## src/rtl/bit_serializer.sv

```systemverilog
// Serial transmit stage: accepts a number and its significant length on md_start,
// then shifts that many bits out MSB-first on a 1-bit valid/ready stream.
// All outputs come straight from flops.
module bit_serializer #(
    parameter int unsigned DATA_W = 64,
    parameter int unsigned LEN_W  = 8
) (
    input  logic              clk,
    input  logic              rstn,
    input  logic              md_start,
    input  logic [DATA_W-1:0] num_in,
    input  logic [LEN_W-1:0]  len_in,
    input  logic              bit_ready,
    output logic              bit_valid,
    output logic              bit_out,
    output logic              bit_last,
    output logic              busy,
    output logic              md_end
);

    localparam int unsigned CntW = $clog2(DATA_W + 1);

    typedef enum logic [1:0] {StIdle, StShift, StDone} state_e;

    state_e            state_q, state_d;
    logic [DATA_W-1:0] shreg_q, shreg_d;
    logic [CntW-1:0]   cnt_q, cnt_d;
    logic              bit_valid_q, bit_valid_d;
    logic              bit_last_q, bit_last_d;
    logic              busy_q, busy_d;
    logic              md_end_q, md_end_d;

    logic [31:0]       len_ext;
    logic [CntW-1:0]   len_eff;
    logic              xfer;

    // Clamp the requested length to the data width.
    always_comb begin
        len_ext = 32'(len_in);
        len_eff = (len_ext > DATA_W) ? CntW'(DATA_W) : CntW'(len_ext);
    end

    assign xfer = bit_valid_q & bit_ready;

    // Next-state logic; the field is left-aligned on accept so the MSB is always the next bit.
    always_comb begin
        state_d     = state_q;
        shreg_d     = shreg_q;
        cnt_d       = cnt_q;
        bit_valid_d = 1'b0;
        bit_last_d  = 1'b0;
        busy_d      = 1'b0;
        md_end_d    = 1'b0;

        unique case (state_q)
            StIdle: begin
                if (md_start) begin
                    // Shift by DATA_W for a zero-length job clears the register.
                    shreg_d = num_in << (CntW'(DATA_W) - len_eff);
                    cnt_d   = len_eff;
                    state_d = (len_eff == '0) ? StDone : StShift;
                end
            end
            StShift: begin
                if (xfer) begin
                    shreg_d = shreg_q << 1;
                    cnt_d   = cnt_q - CntW'(1);
                    if (cnt_q == CntW'(1)) begin
                        state_d = StDone;
                    end
                end
            end
            StDone: begin
                state_d = StIdle;
            end
            default: begin
                state_d = StIdle;
            end
        endcase

        // Outputs are decoded from the next state so they can be registered.
        bit_valid_d = (state_d == StShift);
        bit_last_d  = (state_d == StShift) && (cnt_d == CntW'(1));
        busy_d      = (state_d != StIdle);
        md_end_d    = (state_d == StDone);
    end

    // State and output registers with synchronous active-low reset.
    always_ff @(posedge clk) begin
        if (!rstn) begin
            state_q     <= StIdle;
            shreg_q     <= '0;
            cnt_q       <= '0;
            bit_valid_q <= 1'b0;
            bit_last_q  <= 1'b0;
            busy_q      <= 1'b0;
            md_end_q    <= 1'b0;
        end else begin
            state_q     <= state_d;
            shreg_q     <= shreg_d;
            cnt_q       <= cnt_d;
            bit_valid_q <= bit_valid_d;
            bit_last_q  <= bit_last_d;
            busy_q      <= busy_d;
            md_end_q    <= md_end_d;
        end
    end

    assign bit_valid = bit_valid_q;
    assign bit_out   = shreg_q[DATA_W-1];
    assign bit_last  = bit_last_q;
    assign busy      = busy_q;
    assign md_end    = md_end_q;

endmodule

```

## config.mk

```make
export PLATFORM = sky130hd
export DESIGN_NAME = bit_serializer
export DESIGN_NICKNAME = d
export VERILOG_FILES = /design/src/rtl/bit_serializer.sv
export SDC_FILE = /design/constraint.sdc
export NUM_CORES = 1
export LEC_CHECK = 0
export ABC_AREA = 1
export CELL_PAD_IN_SITES_DETAIL_PLACEMENT = 1
export CELL_PAD_IN_SITES_GLOBAL_PLACEMENT = 1
export CORE_UTILIZATION = 43
export CTS_CLUSTER_DIAMETER = 40
export CTS_CLUSTER_SIZE = 24
export DETAILED_ROUTE_END_ITERATION = 16
export HOLD_SLACK_MARGIN = 0.03
export PLACE_DENSITY = 0.95
export SYNTH_ARGS = -nofsm -noshare
export SYNTH_HDL_FRONTEND = slang
export SYNTH_SLANG_ARGS = --single-unit
export TNS_END_PERCENT = 30
```

## constraint.sdc

```tcl
create_clock -name clk -period 6.6 [get_ports clk]
set_clock_uncertainty 0.2 [all_clocks]
set_input_delay 0.99 -clock clk [delete_from_list [all_inputs] [get_ports clk]]
set_output_delay 0.99 -clock clk [all_outputs]
set_load 0.01 [all_outputs]
```

# After elaboration in Yosys (flattened, before gate mapping)
# Cells that the tools add are included.
# word_totals
reg_bits	77
in_bits	76
elab_cells	37
# classes
n_addsub	2
n_lt_le_gt_ge	1
n_eq_ne	7
shift	1
muxes	12
bitwise	1
reduce_logical	6
# ops
operator	n
two-way mux 64 bit	2
one-hot mux 64 bit (2 select lines)	1
left shift 64 x 7 -> 64 bit	1
two-way mux 7 bit	3
== test 7 x 1 -> 1 bit, second input constant	2
one-hot mux 7 bit (2 select lines)	1
> comparator 8 x 7 -> 1 bit, second input constant	1
two-way mux 2 bit	4
logical NOT 7 bit	1
subtractor 7 x 1 -> 7 bit, second input constant	1
subtractor 7 bit, first input constant	1
== test 2 x 1 -> 1 bit, second input constant	2
!= test 2 bit, second input constant	2
one-hot mux 2 bit (2 select lines)	1
nonzero test 2 bit	2
AND reduction 3 bit	1
== test 2 bit, second input constant	1
logical NOT 2 bit	1
AND 1 bit	1
logical AND 1 bit	1

# Longest topological paths before layout
# depth
word_depth	8
mapped_depth	21
ltp_nobuf	17

# Least setup slack after synthesis
# Ideal clock, no wire load.
# synth_timing
kind	in2reg
start	input port len_in[0]
end	register shreg_q[48]
t_arrival_ps	3575
setup_slack_ps	2716
path_stages	19
path_buffers	4
cell_sequence	buf_4 > nor2_2 > nand2_1 > o21ai_4 > nand2_2 > buf_2 > buf_2 > ha_1 > xor2_1 > inv_2 > clkbuf_1 > nand3_1 > nand3_1 > nand2_1 > nand2_1 > nand3_1 > nand3_1 > nand2_1 > inv_1
# synth_between
elab_chain_len	6
# synth_rtl
element	line	text
start: declaration	12	input logic [LEN_W-1:0] len_in,
> comparator 8 x 7 -> 1 bit	40	len_eff = (len_ext > DATA_W) ? CntW'(DATA_W) : CntW'(len_ext);
two-way mux 7 bit *	40	
subtractor 7 bit *	59	shreg_d = num_in << (CntW'(DATA_W) - len_eff);
left shift 64 x 7 -> 64 bit *	59	
two-way mux 64 bit *	57	if (md_start) begin
one-hot mux 64 bit (2 select lines) *	55	unique case (state_q)
end signal: assignment	100	shreg_q <= shreg_d;
end: declaration	26	logic [DATA_W-1:0] shreg_q, shreg_d;
# Every way passes the cells marked *; elsewhere a longest branch is shown, timed or not. The select of a mux whose other input is x is not followed.
# A chain may end at the register's enable or synchronous reset.

# Final worst setup path
# layout_timing
start	input port len_in[2]
end	register shreg_q[47]
# The elaborated chain is that of the path after synthesis.

==> flow_summary_export.csv <==
group,metric,value,unit
critical_path,worstPathMaxFanout,37,
synthesis,synth_cell_type_count,38,
floorplan,die_h,141,um
sta,worst_pin_slew,1.21,ns
sta,whs,0.290,ns
detailed_routing,drc_errors,0,
synthesis,synth-seq-cells,77,
clock_network,holdBufCountCts,0,
sta,fin_crit_sh,69.6,%
sta,setup_violations,0,
hold_path,hold_depth,2,
detailed_routing,ant_nets,0,
placement,hpwl,26000,um
critical_path,critPathKind,"input port to flop",
layout,nNetsFinal,1596,
layout,fillers,2739,
critical_path,critPathCaptureType,"flop",
clock_network,cts_tree,"built",
synthesis,synth_commonest_cells,"nand3_1 (611), nand2_1 (311), inv_1 (129)",
hold_path,worstHoldStart,"shreg_q[0]",
layout,diodes,0,
power_and_ir_drop,p_per_area,217,nW/um2
layout,syn2layout_area_growth,12.1,%
sta,rsz0062_at_grt,"false",
hold_path,hold_path_end,"shreg_q[0]",
synthesis,async_flop_share,0,%
detailed_routing,num_vias,11300,
floorplan,chipWidth,141,um
sta,worst_slack,2.01,ns
clock_network,cts_made_buffers,9,
detailed_routing,drtPass1Iterations,6,
critical_path,r2r_end,"bit_last",
detailed_routing,drt-initial-drc-count,1159,
synthesis,synth_flop_cell,"dfxtp_1",
synthesis,yosysTopAreaCell,"nand3_1",
critical_path,ff2ff_setup_slack,3.04,ns
clock_network,clock_latency,0.34,ns
floorplan,die-area,20000,um2
sta,fin_crit,4.59,ns
power_and_ir_drop,power_leakage,4.43,nW
clock_network,clkTransAtPathRegs,0.07,ns
critical_path,timing.critical_path.required,6.67,ns
sta,hold_viol_final,0,
global_routing,grt_pass1_wl,57200,um
clock_network,clk_path_buf_depth,2,
synthesis,yosysWarnings,0,
critical_path,cp.arrival,4.67,ns
global_routing,grt_pass1_vias,11200,
detailed_routing,wirelength,36000,um
layout,seq_area,1540,um2
placement,dpl_worst_slack,1.78,ns
sta,tns,0,ns
synthesis,synth.most_common_cell,"nand3_1",
clock_network,cts_resized,0,
outcome,status,"completed",
global_routing,antenna_found_initial,0,
layout,multi_input_area,5810,um2
global_routing,track_usage,36.0,%
global_routing,grt_max_degree,93,
synthesis,synth_enable_flop_cells,0,
sta,slew_headroom,19.5,%
synthesis,synth_area_leaders,"nand3_1 (37%), dfxtp_1 (18%), nand2_1 (14%)",
synthesis,netlist_area,8370,um2
global_routing,grt-ovfl-total,0,
critical_path,r2r_start,"state_q[0]",
sta,slew_violations,0,
clock_network,cts.htree.levels,3,
critical_path,cp-start-kind,"input port",
synthesis,syn_inst,1537,
placement,portBuffers,80,
clock_network,post_cts_buffers,0,
placement,place_congestion,0.980,
layout,drive_gt1_share,3.75,%
clock_network,clock_sinks,77,
synthesis,syn_nets,1616,
clock_network,root_buffer,"clkbuf_16",
sta,fmax,0.218,GHz
synthesis,yosysSeqAreaShare,18.4,%
detailed_routing,wl_per_cell,20.2,um
synthesis,avgSynthCellArea,5.44,um2
hold_path,hold_class,"flop to flop",
floorplan,num_io_pins,81,
floorplan,coreArea,18900,um2
critical_path,reg2reg_depth,12,
detailed_routing,vias_per_cell,6.35,
flow_run,cap_violations,0,
synthesis,synth_top_area_share,36.6,%
power_and_ir_drop,peakVddDrop,122,uV
floorplan,rows,50,
floorplan,start_util,44.3,%
## report_power, final
part           internal (W)  total (W)  switching [W]
sequential         0.000514   0.000542      0.0000284
clock              0.000300   0.000513       0.000214
combinational      0.000287   0.000975       0.000689
total               0.00110    0.00203       0.000931
## cell families after synthesis
| group | count (synthesis) | synth area share, % |
|---|---|---|
| and+or+nand+nor | 992 | 54.9 |
| xor gates and xnor gates | 5 | 1.06 |
| adders and majority gates | 3 | 0.449 |
| buffers and inverters | 259 | 12.7 |
| AOI/OAI and AO/OA | 201 | 12.5 |
| DFF | 77 | 18.4 |
## how the worst max path moves through the flow
stage,start,end,slack [ns],cells past startpoint
global placement,len_in[2],shreg_q[47],1.95,17
floorplan,len_in[0],shreg_q[48],2.72,19
global route,len_in[3],shreg_q[24],1.81,15
CTS,len_in[2],shreg_q[47],2.10,17
finish,len_in[2],shreg_q[47],2.01,17
detailed placement,len_in[2],shreg_q[47],1.78,17
## flip-flops by register name, summed over array words and instances, names as in the netlist
register   cells
bit_last       1
shreg_q       64
cnt_q          7
busy           1
state_q        2
md_end         1
bit_valid      1
## worst max-delay path, stage by stage
cell and delay, ns:
clkdlybuf4s50_1 0.47, nor2_1 0.12, nand2_1 0.11, o21ai_4 0.29
nand2_1 0.15, ha_2 0.27, xor2_4 0.20, inv_2 0.49
buf_4 0.49, nand3_1 0.23, nand2_1 0.13, nand2_1 0.07
nand2_1 0.12, nand2_1 0.08, nand3_1 0.19, nand2_1 0.08
a21oi_1 0.12
## stage by stage
| stage | power (W) | util (%) | area (um2) | std cells |
|---|---|---|---|---|
| after global placement | 0.00145 | 48.0 | 9070 | 1766 |
| after detailed placement | 0.00148 | 48.0 | 9070 | 1766 |
| final | 0.00203 | 49.6 | 9380 | 1782 |
| after floorplan | 0.00119 | - | 8370 | 1537 |
| after global routing | 0.00214 | 49.6 | 9380 | 1782 |
| after CTS | 0.00200 | 49.6 | 9380 | 1782 |
## layout by cell type (no fill, tap or decap), drive strengths merged, types with 9 or more instances in the layout
cell,instances
nand3,613
nor2,37
inv,138
nand2,316
a21oi,117
clkbuf,9
o21ai,76
buf,15
clkdlybuf4s50,78
dfxtp,77
nand4,17
## layer usage
metal  part of all wire (%)  GRT usage [%]  vias up
li1                       -              -     5200
met1                     38           40.7     5429
met2                     48           63.3      514
met3                    6.5           5.23      177
met4                    6.9           23.9        0
met5                      0              0        -
## cell type report
class / instances / area share (%)
Multi-Input combinational cell: 1201 / 61.9
Sequential cell: 77 / 16.4
Timing Repair Buffer: 93 / 9.48
Inverter: 135 / 5.41
Tap cell: 260 / 3.47
Clock buffer: 9 / 2.40
Clock inverter: 7 / 0.867
(Power assumes the default switching activity.)
